### src/rtl/note_tone_generator.sv
// Square-wave tone synthesiser: plays a note/octave for dur_ms, then a silent release gap, then pulses done.
// Output drives a 12-bit unsigned DAC centred on midscale.
module note_tone_generator #(
  parameter int unsigned MS_DIV = 100000,
  parameter int unsigned GAP_MS = 10,
  parameter logic [11:0] AMP    = 12'd1024
) (
  input  logic        CLOCK,
  input  logic        reset,
  input  logic        start,
  input  logic        stop,
  input  logic [3:0]  note,
  input  logic [2:0]  octave,
  input  logic [15:0] dur_ms,
  output logic        busy,
  output logic        done,
  output logic        tone,
  output logic [11:0] sample
);

  localparam logic [11:0] MID = 12'h800;

  typedef enum logic [1:0] {
    IDLE = 2'd0,
    PLAY = 2'd1,
    GAP  = 2'd2,
    FIN  = 2'd3
  } state_t;

  state_t      state;
  state_t      next_state;
  logic [3:0]  note_q;
  logic [18:0] hp_q;
  logic [18:0] pc;
  logic [16:0] ms_cnt;
  logic [15:0] remaining;

  logic        rest_q;
  logic        ms_tick;
  logic        last_ms;
  logic [2:0]  octave_clamped;
  logic [18:0] hp_calc;
  state_t      after_play;

  // Half-period in clock cycles for each note at the lowest octave row.
  function automatic logic [18:0] base_half_period(input logic [3:0] n);
    case (n)
      4'd0:    base_half_period = 19'd454545;
      4'd1:    base_half_period = 19'd429038;
      4'd2:    base_half_period = 19'd404959;
      4'd3:    base_half_period = 19'd382225;
      4'd4:    base_half_period = 19'd360776;
      4'd5:    base_half_period = 19'd340530;
      4'd6:    base_half_period = 19'd321409;
      4'd7:    base_half_period = 19'd303370;
      4'd8:    base_half_period = 19'd286344;
      4'd9:    base_half_period = 19'd270277;
      4'd10:   base_half_period = 19'd255102;
      4'd11:   base_half_period = 19'd240790;
      default: base_half_period = 19'd0;
    endcase
  endfunction

  assign octave_clamped = (octave == 3'd7) ? 3'd6 : octave;
  assign hp_calc        = base_half_period(note) >> octave_clamped;
  assign rest_q         = (note_q >= 4'd12);
  assign ms_tick        = (ms_cnt == 17'(MS_DIV - 1));
  assign last_ms        = ms_tick && (remaining == 16'd1);
  // A zero-length gap skips straight to the done pulse.
  assign after_play     = (GAP_MS == 0) ? FIN : GAP;

  always_ff @(posedge CLOCK or posedge reset) begin
    if (reset) begin
      state <= IDLE;
    end else begin
      state <= next_state;
    end
  end

  always_comb begin
    next_state = state;
    busy       = 1'b1;
    done       = 1'b0;
    sample     = MID;
    case (state)
      IDLE: begin
        busy = 1'b0;
        if (start) begin
          next_state = (dur_ms != 16'd0) ? PLAY : after_play;
        end
      end
      PLAY: begin
        if (!rest_q) begin
          sample = tone ? (MID + AMP) : (MID - AMP);
        end
        if (stop) begin
          next_state = FIN;
        end else if (last_ms) begin
          next_state = after_play;
        end
      end
      GAP: begin
        if (stop || last_ms) begin
          next_state = FIN;
        end
      end
      FIN: begin
        done       = 1'b1;
        next_state = IDLE;
      end
      default: next_state = IDLE;
    endcase
  end

  // Shared ms counter/remaining pair times both the note and the release gap.
  always_ff @(posedge CLOCK or posedge reset) begin
    if (reset) begin
      note_q    <= 4'd0;
      hp_q      <= 19'd0;
      pc        <= 19'd0;
      ms_cnt    <= 17'd0;
      remaining <= 16'd0;
      tone      <= 1'b0;
    end else begin
      case (state)
        IDLE: begin
          if (start) begin
            note_q    <= note;
            hp_q      <= hp_calc;
            pc        <= 19'd0;
            ms_cnt    <= 17'd0;
            remaining <= (dur_ms != 16'd0) ? dur_ms : 16'(GAP_MS);
            tone      <= (dur_ms != 16'd0) && (note < 4'd12);
          end
        end
        PLAY: begin
          if (next_state != PLAY) begin
            tone      <= 1'b0;
            pc        <= 19'd0;
            ms_cnt    <= 17'd0;
            remaining <= 16'(GAP_MS);
          end else begin
            ms_cnt <= ms_tick ? 17'd0 : ms_cnt + 17'd1;
            if (ms_tick) begin
              remaining <= remaining - 16'd1;
            end
            if (pc == hp_q - 19'd1) begin
              pc <= 19'd0;
              if (!rest_q) begin
                tone <= ~tone;
              end
            end else begin
              pc <= pc + 19'd1;
            end
          end
        end
        GAP: begin
          if (next_state != GAP) begin
            ms_cnt    <= 17'd0;
            remaining <= 16'd0;
          end else begin
            ms_cnt <= ms_tick ? 17'd0 : ms_cnt + 17'd1;
            if (ms_tick) begin
              remaining <= remaining - 16'd1;
            end
          end
        end
        default: begin
          tone <= 1'b0;
        end
      endcase
    end
  end

endmodule

### config.mk
export PLATFORM = sky130hd
export DESIGN_NAME = note_tone_generator
export DESIGN_NICKNAME = d
export VERILOG_FILES = /design/src/rtl/note_tone_generator.sv
export SDC_FILE = /design/constraint.sdc
export NUM_CORES = 1
export LEC_CHECK = 0
export CAP_MARGIN = 20
export CORE_ASPECT_RATIO = 1.4
export CORE_UTILIZATION = 50
export CTS_BUF_LIST = sky130_fd_sc_hd__clkbuf_2 sky130_fd_sc_hd__clkbuf_4 sky130_fd_sc_hd__clkbuf_8
export CTS_CLUSTER_SIZE = 10
export DETAILED_ROUTE_END_ITERATION = 10
export PLACE_DENSITY = 0.72
export SYNTH_ARGS = -nofsm -noshare
export SYNTH_HDL_FRONTEND = slang
export SYNTH_SLANG_ARGS = --single-unit
### constraint.sdc
create_clock -name CLOCK -period 3 [get_ports CLOCK]
set_clock_uncertainty 0.15 [all_clocks]
set_input_delay 0.6 -clock CLOCK [delete_from_list [all_inputs] [get_ports CLOCK]]
set_output_delay 0.6 -clock CLOCK [all_outputs]
set_load 0.1 [all_outputs]
Word level (Yosys, flattened, before mapping) --
Memories as Yosys holds them, arrays and structs flattened. Cells that the tools add are included.
Storage, ports and cells: register bits 78, ROM bits 304, input bits 27, output and inout port bits 15, word-level logic and storage cells 72, memories 1
Memory list:
- (name not given) | depth 16, width 19, rd ports 1, clocked after memory_dff 0, wr ports 0, line 47 | case (n)
Operators by class: add/sub/neg operators 4, magnitude comparators 2, equality and inequality tests 12, shift-type cells 1, multiplexer cells 32, bitwise gates (word level) 2, reductions and logical operators 11
Operators by type and width (number):
- $mux 16 | 5
- $mux 17 | 4
- $mux 19 | 3
- $pmux 17 s3 | 1
- $pmux 16 s3 | 1
- $pmux 19 s2 | 1
- $mux 12 | 3
- $add 19x1->19 const B | 1
- $eq 19x19->1 | 1
- $shr 19x3->19 | 1
- $sub 19x1->19 const B | 1
- $add 17x1->17 const B | 1
- $eq 17x17->1 const B | 1
- $eq 16x1->1 const B | 1
- $reduce_bool 16->1 | 1
- $sub 16x1->16 const B | 1
- $mux 2 | 5
- $pmux 2 s4 | 1
- $mux 1 | 6
- $ne 3x3->1 const B | 2
- $reduce_and 2->1 | 3
- $eq 2x2->1 const B | 2
- $ge 4x4->1 const B | 1
- $lt 4x4->1 const B | 1
- other kinds (13) | 16

Longest topological paths before layout --
depth in word-level cells 8, mapped depth 14

Worst setup path before layout --
OpenSTA, ideal clock, no wires.
path type register to register, start register state[1], end register remaining[5], setup time 133 ps, arrival 3022 ps, data required time 2717 ps, slack -306 ps, stages on the path, launching flop included 13, path buffers 2, period minus slack after synthesis 3306 ps, path through dfrtp_1 inv_1 ha_1 clkbuf_1 inv_1 o211ai_1 o211ai_1 a211oi_4 mux2i_1 clkbuf_1 a21oi_1 o21ai_0 o211ai_1
Between the ends: word-level cells in the longest chain between the ends 6
RTL lines:
- from (decl) | line 30 | state_t state;
- from (signal assigned) | line 76 | state <= next_state;
- $mux 2 | line 98 | end else if (last_ms) begin
- $mux 2 | line 96 | if (stop) begin
- $pmux 2 s4 | line 85 | case (state)
- $ne 2x2->1 or $ne 2x1->1 (tied branches) | line 158, 137
- $mux 16 (on tied branches) | line 158, 137
- $pmux 16 s3 | line 125 | case (state)
- to (signal assigned) | line 132 | remaining <= (dur_ms != 16'd0) ? dur_ms : 16'(GAP_MS);
- to (signal assigned) | line 141 | remaining <= 16'(GAP_MS);
- to (signal assigned) | line 164 | remaining <= remaining - 16'd1;
- to (decl) | line 36 | logic [15:0] remaining;
Parallel ways exist; a longest one is shown, timed or not. A chain may end at the register's enable or synchronous reset.

Worst setup path after layout --
start register hp_q[1], end register pc[0]
Between the ends: word-level cells in the longest chain between the ends 5
RTL lines:
- from (decl) | line 33 | logic [18:0] hp_q;
- from (signal assigned) | line 129 | hp_q <= hp_calc;
- $sub 19x1->19 | line 147 | if (pc == hp_q - 19'd1) begin
- $eq 19x19->1 | line 147
- $mux 19 | line 147
- $mux 19 | line 137 | if (next_state != PLAY) begin
- $pmux 19 s2 | line 125
- to (signal assigned) | line 153 | pc <= pc + 19'd1;
- to (decl) | line 34 | logic [18:0] pc;
No other way between the ends.

==> results.yml <==
setup_path:
  crit_slowest_cell: "dfrtp_1"
  max_stage_delay_ns: 0.41
  r2r_start: "hp_q[1]"
  crit_family: "compound AO/OA/AOI/OAI gates"
  crit_chain: "inv_1 > ha_2 > buf_4 > nor3b_2 > buf_4 > nand3_2 > buf_4 > o31a_1 > o22ai_2 > a211oi_2 > buf_4 > a21oi_4 > nand2b_4 > buf_4 > o21ai_0"
  crit_path_start_kind: "flip-flop"
  critPathBufInv: 6
  cp_max_fo: 4
  crit_top_cell: "buf_4"
  path_class: "reg -> reg"
  worstPathArrival_ns: 3.11
  reg2reg_depth: 15
  cp-end-kind: "flip-flop"
  crit_required_ns: 3.14
  r2r-end: "pc[0]"
  r2r_slack_ns: 0.03
floorplanning:
  fp.dieArea_um2: 12100
  coreArea_um2: 11300
  die_y_um: 130
  io_pins: 42
  fp.dieW_um: 93.4
  start_util: 0.516
  rows: 46
routing:
  drtAntennaViolNets: 0
  via_count: 5924
  drt-initial-drc-count: 287
  totalWireLength_mm: 16.7
  via_per_inst: 6.07
  first_pass_iters: 5
  drcViolationCount: 0
  wl_per_cell_um: 17.1
job:
  cap_violations: 0
clocking:
  cts_buffers: 9
  clk_latency_ns: 0.36
  cts_buffer_depth: 2
  numClockSinks: 76
  cts_root_buf: "clkbuf_8"
  ctsHoldBuffers: 0
  tritoncts: "yes"
  htree_levels: 3
  path_clk_slew_ns: 0.09
finish:
  fillCellCount: 946
  utilization: 0.646
  mostFrequentLayoutCells: "buf_4, nand2_1, dfrtp_1"
  final_common_cell: "buf_4"
  area_delta_synth_final_pct: 25.2
  fin_cells: 976
  design_area_um2: 7330
  num-nets-final: 868
  drive_gt1_frac: 0.225
  antennaDiodeCount: 0
min_path:
  hold_end: "note_q[3]"
  hold_class: "reg -> reg"
  holdPathStages: 2
  min_from: "note_q[3]"
timing:
  rsz0062_at_grt: "yes"
  final_max_slew_viol_count: 0
  worst_pin_slew_ns: 1.02
  slew_headroom: 0.312
  final.period_utilization: 0.989
  hold_viol_final: 0
  fmax_mhz: 337
  min_period_ns: 2.97
  setup_viol: 0
global_routing:
  grt.overflow.total: 0
  antenna_found_initial: 0
  grt_pass1_vias: 5674
  grt_max_degree: 38
  grt_pass1_wl_mm: 26.0
  grt_usage: 0.271
placed_design:
  io_buffer_count: 31
  place_area_um2: 6900
  place.gp.congestion: 0.989
  hpwl_mm: 12.3
  place_inst: 956
yosys:
  seq_area_frac_synth: 0.325
  synth_edf_count: 0
  syn_area_um2: 5850
  ys.warnings.count: 0
  synth_seq_cells: 76
  ys_types: 71
  synth_area_per_cell_um2: 8.13
  yosys_most_used_dff: "dfrtp_1"
  synthArstFlopShare: 1.00
  synthCells: 720
power_and_ir_drop:
  cellPowerDensity_nw_per_um2: 824
  p_leak_nw: 3.17
  ir_drop_mv: 0.343
outcome:
  status: "completed"
-- state kept, by name, summed over array words and instances (netlist names) --
signal / count
hp_q: 19
ms_cnt: 17
note_q: 2
pc: 19
remaining: 16
state: 2
tone: 1
-- worst max path at each step --
| stage | slack [ns] | startpoint | end | cells after the start |
|---|---|---|---|---|
| 6_report | 0.03 | hp_q[1] | pc[0] | 15 |
| 5_1_grt | -0.10 | hp_q[1] | pc[0] | 15 |
| 4_1_cts | 0.009 | hp_q[1] | tone | 10 |
| 3_5_place_dp | -0.35 | dur_ms[1] | pc[17] | 11 |
| 3_3_place_gp | -0.26 | dur_ms[1] | remaining[0] | 10 |
| 2_1_floorplan | -0.11 | state[0] | ms_cnt[15] | 13 |
-- synth_stat cells (all sizes together) (4+ instances only) --
master   n  area [µm²]
nand2   79         297
nand4    8        56.3
o22ai    6        37.5
nor4    17         149
and3    13        86.3
clkbuf  33         124
buf     14         111
nand2b  12        75.1
mux2    11         128
o31ai    7        52.6
o211ai   7        52.6
a22o     4        35.0
xor2    11        96.3
nor3b    4        30.0
nor3    15        75.1
a21oi   47         254
ha      13         163
o21a     4        30.0
xnor2   31         272
and4     6        52.6
and2     9        58.8
mux2i   19         190
nand3   21         105
a211oi   9        80.1
nor2b   11        68.8
a31oi   20         125
or4      6        45.0
nor2    68         258
dfrtp   76        1900
inv     22        82.6
a21o     8        60.1
o21ai   66         330
-- where the power goes --
part           switching [mW]  internal [mW]
combinational            2.12           1.51
clock                   0.393          0.436
sequential              0.304           1.28
total                    2.82           3.22
-- area by class of cell --
class	count	area, µm²	share of cell area
multi-input cells	585	3860	0.527
flip-flops and latches	76	1900	0.260
repair buffers	134	1100	0.150
well taps	144	180	0.0246
clock buffers	12	159	0.0217
inverters	22	86.3	0.0118
clock inverters	3	46.3	0.00632
-- tightest hold or removal path, stage by stage, from the launching register on --
cell and delay [ns]:
dfrtp_1 0.34, nand2_1 0.05, o21ai_0 0.06
-- repair_timing --
| action | CTS | global route |
|---|---|---|
| gates resized for setup | 12 | 22 |
| endpoints found under the setup margin | 20 | 51 |
| endpoints found under the hold margin | 0 | 0 |
| pin swaps | 4 | 4 |
| cloned | 0 | 1 |
| buffers inserted | 2 | 2 |
-- cell families after synthesis --
group,share of synthesized area
AOI/OAI and AO/OA,0.222
xor gates and xnor gates,0.0628
adders and majority gates,0.0278
buffers and inverters,0.0543
DFF,0.325
muxes,0.0543
other,0.000641
and+or+nand+nor,0.253
-- per-layer routing --
metal / GRT usage / share of wire / vias up
li1: - / - / 2805
met1: 0.276 / 0.37 / 2835
met2: 0.522 / 0.55 / 212
met3: 0.0425 / 0.040 / 72
met4: 0.149 / 0.048 / 0
met5: 0 / 0 / -
-- per-stage QoR --
step           worst slack (ns)  total power, mW  setup TNS (ns)  hold slack [ns]
2_1_floorplan            -0.107             3.75           -1.43            0.300
3_3_place_gp             -0.257             4.76           -9.57            0.313
3_5_place_dp             -0.349             4.86          -14.31            0.320
4_1_cts                 0.00913             5.78               0            0.336
5_1_grt                  -0.102             6.42          -0.747            0.355
6_report                 0.0323             6.04               0            0.333
Note: power is estimated with default switching activity, not from simulation.
